### src/rtl/multiplier_alu_if.sv
// +---------------------------------------------------------------------------+
// | multiplier_alu_if : request/response bundle for the iterative multiplier  |
// | Rev 1.0                                                                   |
// +---------------------------------------------------------------------------+
`default_nettype none

interface multiplier_alu_if #(
    parameter int XLEN = 64
);
    logic            valid;
    logic            ready;
    logic [1:0]      mul_op;
    logic            word_op;
    logic [4:0]      rd;
    logic [4:0]      alu_control;
    logic [XLEN-1:0] a;
    logic [XLEN-1:0] b;
    logic            out_valid;
    logic [XLEN-1:0] result;
    logic [4:0]      out_rd;
    logic [4:0]      out_alu_control;

    modport master (
        output valid, mul_op, word_op, rd, alu_control, a, b,
        input  ready, out_valid, result, out_rd, out_alu_control
    );

    modport slave (
        input  valid, mul_op, word_op, rd, alu_control, a, b,
        output ready, out_valid, result, out_rd, out_alu_control
    );
endinterface

`default_nettype wire

### src/rtl/multiplier_alu.sv
// +---------------------------------------------------------------------------+
// | multiplier_alu : iterative shift-add RV64M multiplier (MUL/MULH/MULHSU/   |
// | MULHU), magnitude multiply with final two's-complement fixup.             |
// | Optional MULW path enabled by defining MUL_WORD_EN.                       |
// | Rev 1.0                                                                   |
// +---------------------------------------------------------------------------+
`default_nettype none

module multiplier_alu #(
    parameter int XLEN           = 64,
    parameter int BITS_PER_CYCLE = 1
) (
    input  wire             clk,
    input  wire             rst,
    multiplier_alu_if.slave bus
);
    localparam int N    = XLEN / BITS_PER_CYCLE;
    localparam int HALF = XLEN / 2;
    localparam int AW   = 2 * XLEN;
    localparam int CW   = $clog2(N + 1);
    localparam int SW   = $clog2(AW);

    typedef enum logic [1:0] {
        S_IDLE = 2'd0,
        S_BUSY = 2'd1,
        S_DONE = 2'd2
    } state_t;

    state_t          state_q, state_d;
    logic [XLEN-1:0] a_mag_q, a_mag_d;
    logic [XLEN-1:0] b_mag_q, b_mag_d;
    logic [AW-1:0]   acc_q, acc_d;
    logic            neg_q, neg_d;
    logic            word_q, word_d;
    logic [1:0]      op_q, op_d;
    logic [4:0]      rd_q, rd_d;
    logic [4:0]      alu_q, alu_d;
    logic [CW-1:0]   count_q, count_d;

    logic            w_ready;
    logic            w_word_req;
    logic            w_a_sgn, w_b_sgn;
    logic            w_a_neg, w_b_neg;
    logic [XLEN-1:0] w_a_ext, w_b_ext;
    logic [XLEN-1:0] w_a_abs, w_b_abs;
    logic [AW-1:0]   w_pp;
    logic [AW-1:0]   w_p;
    logic [SW-1:0]   w_shift;
    logic [CW-1:0]   w_last;
    logic [XLEN-1:0] w_result;

`ifdef MUL_WORD_EN
    assign w_word_req = bus.word_op && (bus.mul_op == 2'b00);
`else
    logic w_unused_word_op;
    assign w_unused_word_op = bus.word_op;
    assign w_word_req       = 1'b0;
`endif

    // Word ops treat both 32-bit operands as signed; otherwise signedness follows mul_op.
    assign w_a_sgn = w_word_req | (bus.mul_op != 2'b11);
    assign w_b_sgn = w_word_req | ~bus.mul_op[1];
    assign w_a_ext = w_word_req ? {{HALF{bus.a[HALF-1]}}, bus.a[HALF-1:0]} : bus.a;
    assign w_b_ext = w_word_req ? {{HALF{bus.b[HALF-1]}}, bus.b[HALF-1:0]} : bus.b;
    assign w_a_neg = w_a_sgn & w_a_ext[XLEN-1];
    assign w_b_neg = w_b_sgn & w_b_ext[XLEN-1];
    assign w_a_abs = w_a_neg ? (~w_a_ext + XLEN'(1)) : w_a_ext;
    assign w_b_abs = w_b_neg ? (~w_b_ext + XLEN'(1)) : w_b_ext;

    assign w_ready = (state_q == S_IDLE) || (state_q == S_DONE);

    always_ff @(posedge clk or posedge rst) begin
        if (rst) begin
            state_q <= S_IDLE;
            a_mag_q <= '0;
            b_mag_q <= '0;
            acc_q   <= '0;
            neg_q   <= 1'b0;
            word_q  <= 1'b0;
            op_q    <= '0;
            rd_q    <= '0;
            alu_q   <= '0;
            count_q <= '0;
        end else begin
            state_q <= state_d;
            a_mag_q <= a_mag_d;
            b_mag_q <= b_mag_d;
            acc_q   <= acc_d;
            neg_q   <= neg_d;
            word_q  <= word_d;
            op_q    <= op_d;
            rd_q    <= rd_d;
            alu_q   <= alu_d;
            count_q <= count_d;
        end
    end

    always_comb begin
        state_d = state_q;
        a_mag_d = a_mag_q;
        b_mag_d = b_mag_q;
        acc_d   = acc_q;
        neg_d   = neg_q;
        word_d  = word_q;
        op_d    = op_q;
        rd_d    = rd_q;
        alu_d   = alu_q;
        count_d = count_q;

        w_pp = '0;
        for (int i = 0; i < BITS_PER_CYCLE; i++) begin
            if (a_mag_q[i]) begin
                w_pp = w_pp + ({{XLEN{1'b0}}, b_mag_q} << i);
            end
        end
        w_shift = SW'(count_q) * SW'(BITS_PER_CYCLE);
        w_last  = word_q ? CW'(N / 2 - 1) : CW'(N - 1);

        case (state_q)
            S_BUSY: begin
                acc_d   = acc_q + (w_pp << w_shift);
                a_mag_d = a_mag_q >> BITS_PER_CYCLE;
                count_d = count_q + CW'(1);
                if (count_q == w_last) begin
                    state_d = S_DONE;
                end
            end
            S_DONE:  state_d = S_IDLE;
            default: ;
        endcase

        // A request in DONE starts the next op on the same edge, giving zero bubble.
        if (w_ready && bus.valid) begin
            state_d = S_BUSY;
            a_mag_d = w_a_abs;
            b_mag_d = w_b_abs;
            neg_d   = w_a_neg ^ w_b_neg;
            word_d  = w_word_req;
            op_d    = bus.mul_op;
            rd_d    = bus.rd;
            alu_d   = bus.alu_control;
            acc_d   = '0;
            count_d = '0;
        end
    end

    assign w_p = neg_q ? (~acc_q + AW'(1)) : acc_q;

    always_comb begin
        w_result = '0;
        if (state_q == S_DONE) begin
            if (word_q) begin
                w_result = {{HALF{w_p[HALF-1]}}, w_p[HALF-1:0]};
            end else if (op_q == 2'b00) begin
                w_result = w_p[XLEN-1:0];
            end else begin
                w_result = w_p[AW-1:XLEN];
            end
        end
    end

    assign bus.ready           = w_ready;
    assign bus.out_valid       = (state_q == S_DONE);
    assign bus.result          = w_result;
    assign bus.out_rd          = rd_q;
    assign bus.out_alu_control = alu_q;

endmodule

`default_nettype wire

### src/flat_wrapper.sv
// flat-port wrapper written by rule: the top's interface ports become plain ports
module multiplier_alu_flat 
#(
    parameter int XLEN           = 64,
    parameter int BITS_PER_CYCLE = 1
)
  (clk, rst, bus_valid, bus_mul_op, bus_word_op, bus_rd, bus_alu_control, bus_a, bus_b, bus_ready, bus_out_valid, bus_result, bus_out_rd, bus_out_alu_control);
  multiplier_alu_if #(.XLEN(XLEN)) bus_i ();
  input  wire clk;
  input  wire rst;
  input wire logic [$bits(bus_i.valid)-1:0] bus_valid;
  input wire logic [$bits(bus_i.mul_op)-1:0] bus_mul_op;
  input wire logic [$bits(bus_i.word_op)-1:0] bus_word_op;
  input wire logic [$bits(bus_i.rd)-1:0] bus_rd;
  input wire logic [$bits(bus_i.alu_control)-1:0] bus_alu_control;
  input wire logic [$bits(bus_i.a)-1:0] bus_a;
  input wire logic [$bits(bus_i.b)-1:0] bus_b;
  output wire logic [$bits(bus_i.ready)-1:0] bus_ready;
  output wire logic [$bits(bus_i.out_valid)-1:0] bus_out_valid;
  output wire logic [$bits(bus_i.result)-1:0] bus_result;
  output wire logic [$bits(bus_i.out_rd)-1:0] bus_out_rd;
  output wire logic [$bits(bus_i.out_alu_control)-1:0] bus_out_alu_control;
  assign bus_i.valid = bus_valid;
  assign bus_i.mul_op = bus_mul_op;
  assign bus_i.word_op = bus_word_op;
  assign bus_i.rd = bus_rd;
  assign bus_i.alu_control = bus_alu_control;
  assign bus_i.a = bus_a;
  assign bus_i.b = bus_b;
  assign bus_ready = bus_i.ready;
  assign bus_out_valid = bus_i.out_valid;
  assign bus_result = bus_i.result;
  assign bus_out_rd = bus_i.out_rd;
  assign bus_out_alu_control = bus_i.out_alu_control;
  multiplier_alu #(.XLEN(XLEN), .BITS_PER_CYCLE(BITS_PER_CYCLE)) u_core (.clk(clk), .rst(rst), .bus(bus_i));
endmodule
### config.mk
export PLATFORM = sky130hd
export DESIGN_NAME = multiplier_alu_flat
export DESIGN_NICKNAME = d
export VERILOG_FILES = /design/src/rtl/multiplier_alu_if.sv /design/src/rtl/multiplier_alu.sv /design/src/flat_wrapper.sv
export SDC_FILE = /design/constraint.sdc
export NUM_CORES = 2
export LEC_CHECK = 0
export BUFFER_PORTS_ARGS = -buffer_cell sky130_fd_sc_hd__buf_2
export CAP_MARGIN = 20
export CORE_ASPECT_RATIO = 1.75
export CORE_MARGIN = 5
export CORE_UTILIZATION = 25
export DETAILED_ROUTE_END_ITERATION = 6
export PLACE_DENSITY = 0.49
export SLEW_MARGIN = 10
export SYNTH_ARGS = -nofsm -noshare
export SYNTH_HDL_FRONTEND = slang
export SYNTH_SLANG_ARGS = --single-unit
export TNS_END_PERCENT = 5
### constraint.sdc
create_clock -name clk -period 7.7 [get_ports clk]
set_input_delay 0.385 -clock clk [delete_from_list [all_inputs] [get_ports clk]]
set_output_delay 0.385 -clock clk [all_outputs]
set_load 0.05 [all_outputs]
==> qor.yml <==
min_path:
  whs_path_depth: 3
  hold_class: "in2reg"
  whs_endpoint: "u_core.b_mag_q[1]"
  min_from: "bus_b[1]"
pwr:
  vdd_drop_max_v: 0.000225
  leakage_nw: 14.6
  p_total_mw: 16.3
  powerDensity_nw_per_um2: 469
clock_tree:
  clock_latency_ns: 0.66
  numCtsBuffers: 30
  clockRootBuffer: "clkbuf_16"
  ctsLongestPathBuffers: 3
  post_cts_buffers: 0
  cts_resized: 0
  htree_levels: 1
  clkSinkCount: 278
  clk_pin_slew_ns: 0.08
  cts_tree: "yes"
logic_synthesis:
  async_reset_ff_share_pct: 100
  yosysSeqAreaShare_pct: 22.8
  synth_edf_count: 0
  synthMuxAreaShare_pct: 7.46
  synth_fa_ha_area_share_pct: 5.59
  syn_area_um2: 30600
  ys_seq_elements: 278
  synth-simple-area-share_pct: 21.6
  synth_top_flop_cell: "dfrtp_1"
  synth_top_family_by_area: "compound AO/OA/AOI/OAI gates"
  synth_nets: 4456
  synth-compound-area-share_pct: 28.2
  synth-xor-area-share_pct: 10.1
  syn_area_per_cell_um2: 7.32
  yosys_warnings: 0
  syn_inst: 4176
  synthDistinctLibCells: 81
timing:
  period_minus_slack_ns: 7.20
  fmax_mhz: 139
  hold_viol: 0
  slew_headroom_pct: 18.5
  worst_slack_ns: 0.501
  setup_violations: 0
  setup_tns_ns: 0
  worst_pin_slew_ns: 1.21
  grt_setup_unrepaired: "false"
  final-max-slew-violation-count: 0
  fin_worst_skew_ns: 0.0276
  fin_crit_sh_pct: 93.5
critical_path:
  ff2ff_path_depth: 21
  critical_path_class: "reg2reg"
  r2r-end: "u_core.acc_q[103]"
  end_kind: "register"
  start_kind: "register"
  arrival_ns: 7.70
  r2r_setup_slack_ns: 0.50
  cp_max_fo: 36
  r2r-start: "u_core.count_q[0]"
  cp.required_ns: 8.20
grt:
  grt_usage_pct: 21.0
  overflow: 0
  grt_antenna_before_repair: 24
  grt_pass1_vias: 31400
  grt_max_degree: 160
  grt_pass1_wl_mm: 207
final_layout:
  fill_cells: 13500
  fin_area_um2: 34700
  drive_gt1_share_pct: 11.5
  final_common_cell: "nand2_1"
  area.growth.synth_to_final_pct: 13.5
  final_nets: 4536
  fin_util_pct: 28.6
  final_cell_mix: "nand2_1, o21ai_0, a21oi_1"
placed_design:
  gp_congestion: 1.02
  place_area_um2: 33500
  portBuffers: 218
  dp_hpwl_mm: 114
  dp_slack_ns: 0.675
route:
  drc: 0
  wl_per_cell_um: 23.9
  firstDrtPassIters: 6
  wl_mm: 141
  drtIter0Drc: 2411
  postRouteAntennaNets: 0
  vias: 31700
  avgViaCountPerCell: 5.36
floorplanning:
  die_area_um2: 130000
  coreArea_um2: 121000
  fp.dieH_um: 473
  fp-row-count: 169
  io_pins: 220
  die_x_um: 274
  initial_utilization_pct: 25.2
status:
  status: "complete, no violations"
job:
  cap_violations: 0
[routing by layer]
metal  vias to the layer above  part of all wire [%]  track usage (%)
met5                         -                  0.13                0
met4                        28                   9.2             15.3
li1                      15300                     -                -
met1                     15000                    37             22.9
met3                       383                   5.0             3.32
met2                       982                    48             36.6
[worst max-delay path, cell delays in order, from the launching register on]
cell and delay [ns]:
dfrtp_4 0.77, buf_4 0.29, mux4_2 0.53, a31oi_1 0.23
o22a_1 0.37, nor2_1 0.07, nor2_1 0.63, nand2_1 0.11
o21ai_0 0.13, nor2_1 0.12, ha_1 0.48, nand4_1 0.21
nor2_1 0.31, nand3_1 0.28, nor4_1 0.24, a32oi_1 0.39
a21oi_1 0.62, nor2_1 0.22, a2111oi_0 0.60, nor2_1 0.12
xnor2_1 0.19, o21ai_0 0.10
[cells by family after synthesis]
kind of cell	Yosys count
compound gates	1429
xor+xnor	351
fa+ha+maj	136
buf+inv	358
flops	278
mux	176
simple gates	1448
[how the worst max path moves through the flow]
stage | start | endpoint | slack (ns) | depth (start not counted)
final | u_core.count_q[0] | u_core.acc_q[103] | 0.50 | 21
after global routing | u_core.count_q[0] | u_core.acc_q[118] | 0.21 | 19
after CTS | u_core.count_q[0] | u_core.acc_q[113] | 0.66 | 23
after detailed placement | u_core.count_q[0] | u_core.acc_q[113] | 0.67 | 23
after global placement | u_core.count_q[0] | u_core.acc_q[121] | 0.72 | 23
after floorplan | u_core.count_q[0] | u_core.acc_q[113] | 0.54 | 25
[power breakdown]
part / total [mW] / internal [mW] / switching, mW / leakage, nW
logic: 11.6 / 3.80 / 7.84 / 10.6
registers: 3.08 / 2.07 / 1.01 / 3.56
clock network: 1.57 / 0.851 / 0.716 / 0.489
[cell usage after synthesis, types with 78 or more instances]
cell type,count,share of area [%]
ha_1,135,5.5
o21ai_0,588,9.6
nand2_1,666,8.2
nand3_1,93,1.5
xor2_1,172,4.9
mux2i_1,112,3.7
nor2_1,309,3.8
o31ai_1,78,1.9
xnor2_1,179,5.1
clkbuf_1,247,3.0
dfrtp_1,278,23
a21oi_1,344,5.6
[stage by stage]
stage / cells / hold slack [ns]
floorplan: 4176 / 0.445
global placement: 5829 / 0.458
detailed placement: 5830 / 0.462
CTS: 5902 / 0.000391
global route: 5907 / 0.0337
finish: 5911 / 0.0437
[final cells by class]
cell class                      instances  area [µm²]  area share (%)
Antenna cell                            8        20.0          0.0577
Clock buffer                           39         815            2.35
Clock inverter                         16         195           0.562
Inverter                               72         274           0.789
Multi-Input combinational cell       3540       22300            64.3
Sequential cell                       278        6980            20.1
Tap cell                             1624        2030            5.85
Timing Repair Buffer                  334        2090            6.01
[timing repair]
action,CTS,global route
hold buffers,17,0
endpoints found under the setup margin,0,0
endpoints found under the hold margin,20,0
[state kept, by name, summed over array words and instances (netlist names)]
| name | cells |
|---|---|
| u_core.state_q | 2 |
| u_core.a_mag_q | 64 |
| u_core.op_q | 2 |
| u_core.acc_q | 128 |
| u_core.neg_q | 1 |
| u_core.b_mag_q | 64 |
| u_core.bus.out_alu_control | 5 |
| u_core.count_q | 7 |
| u_core.bus.out_rd | 5 |
No activity file was read; power rests on OpenSTA's default activity.
